$ cat config.mk
export PLATFORM = sky130hd
export DESIGN_NAME = piso_serializer
export DESIGN_NICKNAME = d
export VERILOG_FILES = /design/src/rtl/piso_pkg.sv /design/src/rtl/piso_serializer.sv
export SDC_FILE = /design/constraint.sdc
export NUM_CORES = 1
export LEC_CHECK = 0
export CORE_AREA = 2 2 41 43
export DETAILED_ROUTE_END_ITERATION = 10
export DIE_AREA = 0 0 43 45
export RECOVER_POWER = 100
export SYNTH_ARGS = -nofsm -noshare
export SYNTH_HDL_FRONTEND = slang
export SYNTH_SLANG_ARGS = --single-unit
$ cat constraint.sdc
create_clock -name clk -period 1.3 [get_ports clk]
set_input_delay 0.26 -clock clk [delete_from_list [all_inputs] [get_ports clk]]
set_output_delay 0.26 -clock clk [all_outputs]
set_load 0.01 [all_outputs]
$ cat src/rtl/piso_pkg.sv
`default_nettype none
// ============================================================================
//  Module   : piso_pkg
//  Brief    : Shared types and constants for the parallel-in serial-out stage.
//  Revision : 1.0 - initial release
// ============================================================================
package piso_pkg;

    // Serializer control states
    typedef enum logic [1:0] {
        S_IDLE  = 2'd0,
        S_SHIFT = 2'd1,
        S_GAP   = 2'd2
    } state_t;

    // Width of the inter-word gap counter (gap length 0..15)
    localparam int GAP_W = 4;

endpackage : piso_pkg
`default_nettype wire

$ cat src/rtl/piso_serializer.sv
`default_nettype none
// ============================================================================
//  Module   : piso_serializer
//  Brief    : Accepts a parallel word over valid/ready and shifts it out one
//             bit per clock, with frame markers and an optional idle gap
//             after each word. Bit order suits a downstream right-shifting
//             SIPO that shifts in at its MSB.
//  Revision : 1.0 - initial release
// ============================================================================
module piso_serializer
    import piso_pkg::*;
#(
    parameter int WIDTH      = 4,
    parameter bit LSB_FIRST  = 1'b1,
    parameter int GAP_CYCLES = 0
) (
    input  logic             clk,
    input  logic             reset_n,
    input  logic [WIDTH-1:0] par_data,
    input  logic             par_valid,
    output logic             par_ready,
    output logic             ser_out,
    output logic             ser_valid,
    output logic             ser_last,
    output logic             busy
);

    // Bit counter sized to hold WIDTH-1 (remaining bits after the first)
    localparam int                 c_cnt_w    = (WIDTH > 2) ? $clog2(WIDTH) : 1;
    localparam logic [c_cnt_w-1:0] c_cnt_load = c_cnt_w'(WIDTH - 1);
    localparam logic [c_cnt_w-1:0] c_cnt_one  = c_cnt_w'(1);
    localparam bit                 c_has_gap  = (GAP_CYCLES > 0);
    localparam logic [GAP_W-1:0]   c_gap_load = c_has_gap ? GAP_W'(GAP_CYCLES - 1) : '0;

    state_t             r_state;
    logic [WIDTH-1:0]   r_shreg;
    logic [c_cnt_w-1:0] r_cnt;
    logic [GAP_W-1:0]   r_gcnt;

    logic               w_accept;
    logic               w_first_bit;
    logic [WIDTH-1:0]   w_load_shreg;
    logic               w_next_bit;
    logic [WIDTH-1:0]   w_shifted;

    // Bit-order selection: the shift register always moves toward the output end
    generate
        if (LSB_FIRST) begin : g_lsb_first
            assign w_first_bit  = par_data[0];
            assign w_load_shreg = par_data >> 1;
            assign w_next_bit   = r_shreg[0];
            assign w_shifted    = r_shreg >> 1;
        end else begin : g_msb_first
            assign w_first_bit  = par_data[WIDTH-1];
            assign w_load_shreg = par_data << 1;
            assign w_next_bit   = r_shreg[WIDTH-1];
            assign w_shifted    = r_shreg << 1;
        end
    endgenerate

    // Ready in idle, or on the last bit when no gap is configured so words can
    // follow back-to-back without a bubble
    assign par_ready = (r_state == S_IDLE) ||
                       ((r_state == S_SHIFT) && (r_cnt == '0) && !c_has_gap);
    assign w_accept  = par_valid && par_ready;
    assign busy      = (r_state != S_IDLE);

    // Control FSM with registered serial outputs
    always_ff @(posedge clk or negedge reset_n) begin
        if (!reset_n) begin
            r_state   <= S_IDLE;
            r_shreg   <= '0;
            r_cnt     <= '0;
            r_gcnt    <= '0;
            ser_out   <= 1'b0;
            ser_valid <= 1'b0;
            ser_last  <= 1'b0;
        end else begin
            case (r_state)
                S_IDLE: begin
                    if (w_accept) begin
                        r_shreg   <= w_load_shreg;
                        r_cnt     <= c_cnt_load;
                        ser_out   <= w_first_bit;
                        ser_valid <= 1'b1;
                        ser_last  <= 1'b0;
                        r_state   <= S_SHIFT;
                    end
                end

                S_SHIFT: begin
                    if (r_cnt != '0) begin
                        // Present the next bit; the last one carries the frame marker
                        ser_out  <= w_next_bit;
                        ser_last <= (r_cnt == c_cnt_one);
                        r_shreg  <= w_shifted;
                        r_cnt    <= r_cnt - c_cnt_one;
                    end else if (w_accept) begin
                        // Back-to-back word: reload without leaving the shift state
                        r_shreg   <= w_load_shreg;
                        r_cnt     <= c_cnt_load;
                        ser_out   <= w_first_bit;
                        ser_valid <= 1'b1;
                        ser_last  <= 1'b0;
                    end else begin
                        ser_out   <= 1'b0;
                        ser_valid <= 1'b0;
                        ser_last  <= 1'b0;
                        if (c_has_gap) begin
                            r_gcnt  <= c_gap_load;
                            r_state <= S_GAP;
                        end else begin
                            r_state <= S_IDLE;
                        end
                    end
                end

                S_GAP: begin
                    if (r_gcnt == '0) begin
                        r_state <= S_IDLE;
                    end else begin
                        r_gcnt <= r_gcnt - GAP_W'(1);
                    end
                end

                default: begin
                    r_state   <= S_IDLE;
                    ser_out   <= 1'b0;
                    ser_valid <= 1'b0;
                    ser_last  <= 1'b0;
                end
            endcase
        end
    end

endmodule : piso_serializer
`default_nettype wire

# [Word-level counts from Yosys, hierarchy flattened]
# Index checks and enable logic that the tools add are counted.
[op_classes] n_addsub=2 n_eq_ne=7 mux=22 bitwise=2 n_reduce_logical=13
[op_table] cell="two-way mux 2 bit" count=6
[op_table] cell="one-hot mux 1 bit (3 select lines)" count=3
[op_table] cell="two-way mux 1 bit" count=8
[op_table] cell="two-way mux 4 bit" count=2
[op_table] cell="!= test 2 bit (second input constant)" count=4
[op_table] cell="one-hot mux 4 bit (2 select lines)" count=1
[op_table] cell="one-hot mux 2 bit (3 select lines)" count=1
[op_table] cell="nonzero test 2 bit" count=3
[op_table] cell="equality test 2 x 1 -> 1 bit (second input constant)" count=2
[op_table] cell="zero test 2 bit" count=2
[op_table] cell="zero test 4 bit" count=1
[op_table] cell="one-hot mux 2 bit (2 select lines)" count=1
[op_table] cell="AND reduction 2 bit" count=2
[op_table] cell="AND reduction 4 bit" count=1
[op_table] cell="subtractor 4 x 1 -> 4 bit (second input constant)" count=1
[op_table] cell="AND reduction 3 bit" count=1
[op_table] cell="equality test 2 bit (second input constant)" count=1
[op_table] cell="logical AND 1 bit" count=2
[op_table] cell="NOT 1 bit" count=2
[op_table] cell="subtractor 2 x 1 -> 2 bit (second input constant)" count=1
[op_table] cell="logical OR 1 bit" count=1
[totals] register_bits=15 in_bits=7 output_inout_bits=5 wordCells=53

# [Logic depth before layout (Yosys ltp)]
[depth] ltp_word=7 ltp_mapped=3 depth_no_buf=2

# [Worst setup path after synthesis]
# No wires, ideal clock.
[synth_timing] path_type="reg-to-reg" start="reg r_state[0]" end="reg ser_valid" setup_ps=120 t_arrival_ps=1102 t_required_ps=1180 setup_slack_ps=77 stages_incl_launch_ff=4 n_path_buf=1 period_less_slack_ps=1223 cell_sequence="dfrtp_1 -> buf_2 -> or4b_1 -> o211a_1"
[synth_between] elab_chain_len=7 word_cells_on_any_way=13 classes_between="eq/ne: 4; mux: 3; bitwise: 1; reduce/logical: 5"
[synth_rtl] element="start, declared" line_no="piso_serializer.sv:35" rtl="state_t r_state;"
[synth_rtl] element="start signal, assigned" line_no="piso_serializer.sv:71" rtl="r_state <= S_IDLE;"
[synth_rtl] element="start signal, assigned" line_no="piso_serializer.sv:87" rtl="r_state <= S_SHIFT;"
[synth_rtl] element="start signal, assigned" line_no="piso_serializer.sv:111" rtl="r_state <= S_GAP;"
[synth_rtl] element="equality test 2 x 1 -> 1 bit" line_no="piso_serializer.sv:64, piso_serializer.sv:79"
[synth_rtl] element="logical AND 1 bit" line_no="piso_serializer.sv:64" rtl="((r_state == S_SHIFT) && (r_cnt == '0) && !c_has_gap);"
[synth_rtl] element="logical OR 1 bit" line_no="piso_serializer.sv:63" rtl="assign par_ready = (r_state == S_IDLE) ||"
[synth_rtl] element="logical AND 1 bit" line_no="piso_serializer.sv:65" rtl="assign w_accept = par_valid && par_ready;"
[synth_rtl] element="two-way mux 1 bit" line_no="piso_serializer.sv:98" rtl="end else if (w_accept) begin"
[synth_rtl] element="two-way mux 1 bit" line_no="piso_serializer.sv:92" rtl="if (r_cnt != '0) begin"
[synth_rtl] element="one-hot mux 1 bit (3 select lines)" line_no="piso_serializer.sv:79" rtl="case (r_state)"
[synth_rtl] element="end signal, assigned" line_no="piso_serializer.sv:76" rtl="ser_valid <= 1'b0;"
[synth_rtl] element="end signal, assigned" line_no="piso_serializer.sv:85" rtl="ser_valid <= 1'b1;"
[synth_rtl] element="end signal, assigned" line_no="piso_serializer.sv:103" rtl="ser_valid <= 1'b1;"
[synth_rtl] element="end, declared" line_no="piso_serializer.sv:23" rtl="output logic ser_valid,"
# Several ways; a longest one is shown, not always the timed one. The select of a mux whose other input is x is not followed.
# A chain may end at the register's enable or synchronous reset.

# [Final worst setup path]
[layout_timing] start="reg r_cnt[0]" end="reg ser_valid"
[layout_between] elab_chain_len=7 word_cells_on_any_way=11 classes_between="eq/ne: 2; mux: 3; reduce/logical: 6"
[layout_rtl] element="start, declared" line_no="piso_serializer.sv:37" rtl="logic [c_cnt_w-1:0] r_cnt;"
[layout_rtl] element="start signal, assigned" line_no="piso_serializer.sv:83" rtl="r_cnt <= c_cnt_load;"
[layout_rtl] element="start signal, assigned" line_no="piso_serializer.sv:97" rtl="r_cnt <= r_cnt - c_cnt_one;"
[layout_rtl] element="start signal, assigned" line_no="piso_serializer.sv:101" rtl="r_cnt <= c_cnt_load;"
[layout_rtl] element="zero test 2 bit" line_no="piso_serializer.sv:64"
[layout_rtl] element="logical AND 1 bit" line_no="piso_serializer.sv:64"
[layout_rtl] element="logical OR 1 bit" line_no="piso_serializer.sv:63"
[layout_rtl] element="logical AND 1 bit" line_no="piso_serializer.sv:65"
[layout_rtl] element="two-way mux 1 bit" line_no="piso_serializer.sv:98"
[layout_rtl] element="two-way mux 1 bit" line_no="piso_serializer.sv:92"
[layout_rtl] element="one-hot mux 1 bit (3 select lines)" line_no="piso_serializer.sv:79"
# Several ways; a longest one is shown, not always the timed one. The select of a mux whose other input is x is not followed.

==> results <==
-- synthesized netlist by cell type --
library cell	count	share of area, %
o211a_1	2	4.2
a21oi_1	2	2.1
a221o_1	1	2.1
a32o_1	1	2.1
xor2_1	1	1.8
and3b_1	1	1.8
a211oi_1	1	1.6
nor2_1	2	1.6
buf_6	1	2.4
or4b_1	1	2.1
nand2b_1	1	1.3
and2_1	1	1.3
inv_1	1	0.79
mux2_1	3	7.1
dfrtp_1	10	53
buf_2	3	3.2
or2_2	1	1.3
o21ai_4	1	3.4
mux2_2	3	7.1
-- per-layer routing --
| metal | vias up | GRT usage (%) | share of wire [%] |
|---|---|---|---|
| li1 | 175 | - | - |
| met1 | 164 | 15.6 | 48 |
| met2 | 9 | 15.8 | 42 |
| met3 | 4 | 6.00 | 7.3 |
| met4 | 0 | 7.27 | 2.7 |
| met5 | - | 0 | 0 |
-- power by group --
group	internal (mW)	switching, mW
clock network	0.107	0.102
logic	0.430	0.285
registers	0.437	0.101
total	0.974	0.487
-- metrics by stage --
stage          setup TNS, ns  power (mW)  cells
2_1_floorplan              0       0.938     37
3_5_place_dp           -1.70        1.26     69
5_1_grt             -0.00158        1.58     74
4_1_cts                    0        1.43     72
3_3_place_gp           -1.46        1.25     69
6_report                   0        1.46     74
-- worst max path at each step --
stage	start	end	slack, ns
after floorplan	r_state[0]	ser_valid	0.08
after CTS	r_cnt[0]	ser_valid	0.01
after detailed placement	par_valid	r_shreg[1]	-0.31
after global routing	r_cnt[0]	ser_out	-0.002
final	r_cnt[0]	ser_valid	0.03
after global placement	par_valid	r_shreg[2]	-0.28
-- registers in the layout (all words and copies together), names as in the netlist --
name	count
r_shreg	4
r_cnt	2
r_state	1
ser_last	1
ser_out	1
ser_valid	1
-- cell type report --
cell class | count | area (sq um) | area share, %
flip-flops and latches | 10 | 251 | 37.0
clock buffers | 3 | 22.5 | 3.31
multi-input cells | 22 | 199 | 29.3
repair buffers | 22 | 183 | 26.9
well taps | 16 | 20.0 | 2.95
inverters | 1 | 3.75 | 0.552
-- repair_timing --
item	in CTS	in global routing
gates resized for setup	11	3
setup endpoints to repair	9	2
setup buffers	0	2
-- cells by family (layout without fill, tap and decap cells) --
family | Yosys count | count (layout)
simple gates | 7 | 7
flops | 10 | 10
xor+xnor | 1 | 1
mux | 6 | 6
compound gates | 8 | 8
buf+inv | 5 | 26
-- worst max-delay path: stages, from the launching register on --
cell     delay [ns]
dfrtp_1        0.41
buf_6          0.14
or4b_4         0.49
o211a_1        0.12
==> results.yml <==
timing:
  fin_worst_skew_ns: 0.00227
  finalWorstPathRequiredPeriod_ns: 1.27
  setup_viol: 0
  max_freq_ghz: 0.787
  whs_ns: 0.484
  final_hold_viol_count: 0
  worstMarginPinSlew_ns: 0.549
  slew_headroom_pct: 63.4
  post-route-period-util_pct: 97.7
  slew_viol_final: 0
  fin_ws_ns: 0.0295
synth:
  ys_seq_area_share_pct: 52.6
  syn-mean-instance-area_sq_um: 12.9
  synthSimpleGateAreaFrac_pct: 9.47
  synth_top_family_by_area: "compound AO/OA/AOI/OAI gates"
  synth_xor_area_share_pct: 1.84
  ys_warn_count: 0
  synth_area_sq_um: 475
  ys_types: 19
  synth_compound_area_share_pct: 15.5
  synth_fp_nets: 44
  ys_ff_latch: 10
  synth_cells: 37
  synthAdderAreaFrac_pct: 0
  synth_mux_area_share_pct: 14.2
worst_setup_path:
  worst_setup_path_start_kind: "flip-flop"
  cp_data_arrival_time_ns: 1.43
  rr_endpoint: "ser_valid"
  r2r_slack_ns: 0.03
  worstPathMaxFanout: 4
  worstPathRequired_ns: 1.46
  ff2ff_path_depth: 3
  critPathKind: "reg2reg"
  reg2reg_from: "r_cnt[0]"
  endpoint_kind: "flip-flop"
layout:
  antenna_cells: 0
  nets: 67
  area_delta_synth_final_pct: 42.9
  final_util_pct: 46.2
  final_cell_mix: "dfrtp_1, buf_4, clkdlybuf4s50_1, dlygate4sd2_1"
  final_common_cell: "dfrtp_1"
  fin_area_sq_um: 679
  drive_above_1_share_pct: 34.5
  fillCellCount: 149
routing:
  antenna_left: 0
  totalWireLength_um: 932
  remaining_drc_errors: 0
  avgRoutedWirePerCell_um: 12.6
  num_vias: 352
  first_pass_iters: 2
  via_per_inst: 4.76
  first_iter_violations: 3
pwr:
  cellPowerDensity_nw_per_um2: 2150
  leakage_nw: 0.332
  vdd_ir_drop_max_mv: 1.05
floorplan:
  die-width_um: 43
  start_util_pct: 32.3
  num_io_pins: 12
  fp.dieH_um: 45
  fp.coreArea_sq_um: 1470
  dieArea_sq_um: 1940
  fp-row-count: 14
grt:
  grt_pass1_vias: 340
  grt_max_degree: 11
  antenna_found_initial: 0
  grt_pass1_wl_mm: 1.58
  grt_overflow_total: 0
  track_usage_pct: 12.0
clocking:
  cts_buffers: 3
  clkSlewWorstSetupHoldPaths_ns: 0.06
  h-tree-depth: 1
  clk-insertion-delay-late_ns: 0.26
  root_buffer: "clkbuf_4"
  cts_tree: "yes"
  cts.sinks: 10
  clock_path_buffers: 2
  hold_buffers: 0
hold_path:
  hold_path_class: "in2async"
status:
  status: "completed"
placement:
  dpl-instance-area_sq_um: 647
  dp.final_hpwl_um: 688
  place_congestion: 0.665
  place.port_buffers: 11
  dp_slack_ns: -0.306
run:
  cap_viol_max_count: 0
Note: power is estimated with default switching activity, not from simulation.
